$ cat src/rtl/reg_bank_mp.sv
// Multi-port register file: two combinational read ports, two write ports,
// optional hardwired-zero r0, write-to-read bypass and a per-register busy scoreboard.
module reg_bank_mp #(
    parameter int DATA_W   = 32,
    parameter int ADDR_W   = 5,
    parameter bit ZERO_REG = 1'b1,
    parameter bit BYPASS   = 1'b1
) (
    input  logic              clk,
    input  logic              reset,
    input  logic [ADDR_W-1:0] rd_addr1,
    input  logic [ADDR_W-1:0] rd_addr2,
    output logic [DATA_W-1:0] rd_data1,
    output logic [DATA_W-1:0] rd_data2,
    output logic              rd_busy1,
    output logic              rd_busy2,
    input  logic              wa_en,
    input  logic [ADDR_W-1:0] wa_addr,
    input  logic [DATA_W-1:0] wa_data,
    input  logic              wb_en,
    input  logic [ADDR_W-1:0] wb_addr,
    input  logic [DATA_W-1:0] wb_data,
    input  logic              issue_en,
    input  logic [ADDR_W-1:0] issue_addr,
    output logic              err_collision
);

    localparam int DEPTH = 2 ** ADDR_W;

    logic [DATA_W-1:0] regs [DEPTH];
    logic [DEPTH-1:0]  busy;
    logic [DEPTH-1:0]  busy_next;
    logic              wa_ok;
    logic              wb_ok;
    logic              issue_ok;
    logic              collision;

    // Writes and issues that target a hardwired-zero r0 are discarded up front.
    assign wa_ok     = wa_en    && !(ZERO_REG && (wa_addr    == '0));
    assign wb_ok     = wb_en    && !(ZERO_REG && (wb_addr    == '0));
    assign issue_ok  = issue_en && !(ZERO_REG && (issue_addr == '0));
    assign collision = wa_ok && wb_ok && (wa_addr == wb_addr);

    always_ff @(posedge clk or negedge reset) begin
        if (!reset) begin
            for (int i = 0; i < DEPTH; i++) begin
                regs[i] <= '0;
            end
        end else begin
            if (wa_ok) begin
                regs[wa_addr] <= wa_data;
            end
            // Port B is applied last so it wins a same-address collision.
            if (wb_ok) begin
                regs[wb_addr] <= wb_data;
            end
        end
    end

    // A new producer issued on the same edge as a write to that register stays busy.
    always_comb begin
        busy_next = busy;
        if (wa_ok) begin
            busy_next[wa_addr] = 1'b0;
        end
        if (wb_ok) begin
            busy_next[wb_addr] = 1'b0;
        end
        if (issue_ok) begin
            busy_next[issue_addr] = 1'b1;
        end
    end

    always_ff @(posedge clk or negedge reset) begin
        if (!reset) begin
            busy          <= '0;
            err_collision <= 1'b0;
        end else begin
            busy <= busy_next;
            if (collision) begin
                err_collision <= 1'b1;
            end
        end
    end

    function automatic logic [DATA_W-1:0] read_value(input logic [ADDR_W-1:0] addr);
        logic [DATA_W-1:0] value;
        value = regs[addr];
        if (BYPASS) begin
            if (wa_en && (wa_addr == addr)) begin
                value = wa_data;
            end
            if (wb_en && (wb_addr == addr)) begin
                value = wb_data;
            end
        end
        if (ZERO_REG && (addr == '0)) begin
            value = '0;
        end
        return value;
    endfunction

    function automatic logic read_busy(input logic [ADDR_W-1:0] addr);
        logic hit;
        hit = (wa_en && (wa_addr == addr)) || (wb_en && (wb_addr == addr));
        return busy[addr] && !(BYPASS && hit);
    endfunction

    // Outputs are held at zero while reset is low so bypassed data cannot leak out.
    always_comb begin
        rd_data1 = '0;
        rd_data2 = '0;
        rd_busy1 = 1'b0;
        rd_busy2 = 1'b0;
        if (reset) begin
            rd_data1 = read_value(rd_addr1);
            rd_data2 = read_value(rd_addr2);
            rd_busy1 = read_busy(rd_addr1);
            rd_busy2 = read_busy(rd_addr2);
        end
    end

endmodule

$ cat config.mk
export PLATFORM = sky130hd
export DESIGN_NAME = reg_bank_mp
export DESIGN_NICKNAME = d
export VERILOG_FILES = /design/src/rtl/reg_bank_mp.sv
export SDC_FILE = /design/constraint.sdc
export NUM_CORES = 2
export LEC_CHECK = 0
export ABC_CLOCK_PERIOD_IN_PS = 10200
export BUFFER_PORTS_ARGS = -buffer_cell sky130_fd_sc_hd__buf_2
export CAP_MARGIN = 20
export CORE_MARGIN = 3
export CORE_UTILIZATION = 35
export DETAILED_ROUTE_END_ITERATION = 8
export PLACE_DENSITY = 0.49
export SYNTH_ARGS = -nofsm -noshare
export SYNTH_HDL_FRONTEND = slang
export SYNTH_SLANG_ARGS = --single-unit
export TNS_END_PERCENT = 1
$ cat constraint.sdc
create_clock -name clk -period 10.2 [get_ports clk]
set_clock_uncertainty 0.1 [all_clocks]
set_input_delay 2.55 -clock clk [delete_from_list [all_inputs] [get_ports clk]]
set_output_delay 2.55 -clock clk [all_outputs]
set_load 0.02 [all_outputs]
==> results by group <==
Place
  • Port bufs: 160
  • RD Place Congestion: 0.876
  • DP HPWL: 184 mm

Drt
  • First DRT Iteration DRCs: 8,225
  • First-pass DRT Iterations: 8
  • DRC errors left: 0
  • Post-route ant nets: 0
  • Via count: 58,800
  • WL/cell: 35.3 um
  • Final wirelength: 324 mm
  • Vias per cell: 6.39

CTS
  • Clock sink count: 1,057
  • Root buf cell: clkbuf_16
  • H-tree depth: 4
  • # Post-CTS Setup Buffers: 0
  • Resized Gates After CTS: 0
  • Hold-fix buffers, CTS: 0
  • Max clock buf depth: 3
  • Clock slew at reported path FFs: 0.06 ns
  • CTS tree: yes
  • CTS buffer count: 135
  • Clk_lat worst skew: 0.78 ns

Critical path
  • CP max stage delay: 0.64 ns
  • CP Capture Type: primary output
  • WP data arrival: 5.91 ns
  • Top delay family on crit path: buffers and inverters
  • CP startpoint kind: input port
  • Most frequent CP cell: buf_4
  • WP data required: 7.55 ns
  • CP cell instances: buf_8 -> buf_4 -> buf_4 -> mux2i_1 -> a22oi_1 -> nand3_1 -> and4_1 -> o221ai_1 -> buf_2
  • Crit path buf inv count: 4
  • Critical Path Slowest Stage Cell: buf_4
  • Worst Path Max Fanout: 53
  • WS Path Type: in -> out

Final layout
  • Fin util: 39.1%
  • FF+latch area: 26,500 um^2
  • Layout cells sized above 1: 13.9%
  • Area growth syn-to-layout: 10.4%
  • Layout net count: 6,676
  • Most frequent cells in the layout: mux2i_1 (1,261), dfrtp_1 (1,057), nand2_1 (784)
  • Area occupied by multi-input gates: 37,300 um^2
  • Fillers: 18,700
  • Commonest non-fill, non-tap cell in the layout: mux2i_1

Floorplan
  • Core box area: 189,000 um^2
  • Die Ht: 443 um
  • Initial Utilization: 35.4%
  • Die footprint: 197,000 um^2
  • DIE WIDTH: 443 um
  • Row count: 159
  • I/O pins: 161

STA
  • Final slew viol count: 0
  • Rel. slew slack: 13.9%
  • RSZ-0062 raised after global routing: no
  • Final period util: 84.0%
  • Final worst path period need: 8.56 ns
  • Fmax achieved: 0.117 GHz
  • Slew @ Worst Pin: 1.29 ns
  • Final setup viols: 0
  • Setup TNS: 0 ns
  • Fin. Hold Viols: 0

Yosys
  • Asr flop ratio synth: 100%
  • Sequential area share after synthesis: 39.5%
  • Area leader, netlist: dfrtp_1
  • Distinct cells, synth: 58
  • Top-area cell type share of the netlist area: 39.5%
  • Mapped Area: 67,000 um^2
  • Cells after synthesis: 6,969
  • #FFs+latches synth: 1,057
  • Post-Syn Nets: 7,063
  • EDFF count, synth: 0
  • Post-synth top flop: dfrtp_1
  • Synth Area per Inst: 9.61 um^2
  • YS warnings: 0
  • Area contributors post-synth: dfrtp_1 (39%), mux2i_1 (19%), mux4_2 (9.5%)

Power and ir drop
  • Share of power burned in registers: 42.3%
  • Peak supply drop: 179 uV
  • Comb pwr share: 24.0%
  • Internal power: 9830 uW
  • PD cells: 198 nW/um^2
  • Sw Ratio: 33.0%
  • Leak: 0.0307 uW
  • Clock power share: 33.8%
  • Switching Power: 4830 uW

GRT
  • GR Overflow Total: 0
  • Initial antenna violation count: 15
  • Number of global-route vias before repair: 55,900
  • Global-route wire length before repair: 455 mm
  • Largest net degree at the start of global routing: 158
  • Total Routing Usage GR: 32.1%

Run status
  • Outcome: finished clean

Job
  • Max-cap violations: 0

Min path
  • HP Class: reg -> reg
## routing by layer
layer	global-route usage, %	up-vias	part of all wire [%]
li1	-	24500	-
met1	42.7	29600	40
met2	48.5	3755	44
met3	6.54	903	9.4
met4	18.2	2	6.6
met5	0	-	0.0037
## final timing paths
check,slack (ns),startpoint,endpoint,cells after the start
setup / recovery,1.64,rd_addr2[2],rd_data2[24],9
hold / removal,0.30,regs[1020],regs[1020],0
setup reg to reg,9.09,regs[671],regs[671],2
hold reg to reg,0.30,regs[1020],regs[1020],0
max in group asynchronous,4.56,reset,regs[339],6
min in group asynchronous,1.63,reset,regs[609],1
## flip-flops by register name, summed over array words and instances, names as in the netlist
signal	flops
regs	1024
busy	32
err_collision	1
## worst reg2reg max path, cell delays in order (launching register included)
cell and delay, ns:
dfrtp_1 0.45, a221oi_1 0.31, a21oi_1 0.08
## layout make-up
cell class	count	area share [%]
clock buffers	199	5.37
clock inverters	42	0.612
well taps	2495	4.22
flip-flops and latches	1057	35.8
diodes	16	0.0541
inverters	37	0.188
multi-input cells	5008	50.4
repair buffers	343	3.42
## stage by stage
step | area, um^2 | setup slack [ns] | hold slack, ns | power (uW) | cells
2_1_floorplan | 67000 | 3.28 | 0.341 | 8490 | 6969
3_3_place_gp | 69300 | 1.56 | 0.281 | 9600 | 8931
3_5_place_dp | 69400 | 1.75 | 0.287 | 9690 | 8938
4_1_cts | 73900 | 1.74 | 0.299 | 14600 | 9179
5_1_grt | 73900 | 1.60 | 0.307 | 15300 | 9192
6_report | 74000 | 1.64 | 0.303 | 14700 | 9197
## power groups by stage
stage | sequential, uW | clock [uW] | combinational, uW
after floorplan | 5880 | 0 | 2620
after global placement | 6180 | 0 | 3420
after detailed placement | 6200 | 0 | 3490
after CTS | 6150 | 4990 | 3490
after global routing | 6310 | 5160 | 3820
final | 6200 | 4950 | 3510
## cells in the mapped netlist, types with 6 or more instances
library cell and n:
nor2b_1 11, nand3_1 130, xor2_1 11, nor2_2 16, mux2i_1 1261, inv_1 37, nor3_1 59, nand4_1 48
nand2b_1 8, a22o_1 73, xnor2_1 13, and4_1 31, a32oi_1 114, clkbuf_1 574, o211ai_1 32, nand3b_1 6
dfrtp_1 1057, a221oi_1 6, a31oi_1 57, a22oi_1 253, nand2_1 807, o21ai_1 515, buf_1 90, buf_2 146
nor2_1 600, mux4_2 283, and2_1 7, o221ai_1 31, buf_4 54, a32o_1 10, a21oi_1 577
## cell families (layout without fill, tap and decap cells)
group                  count (synthesis)  after routing  synth area share, %
AO/OA/AOI/OAI                       1682           1682                 15.1
XOR/XNOR                              24             24                0.314
buffers and inverters                904            621                 5.66
flip-flops                          1057           1057                 39.5
multiplexers                        1546           1546                 28.4
other                                  0             16                    0
AND/OR/NAND/NOR                     1756           1756                 11.0
No activity file was read; power rests on OpenSTA's default activity.
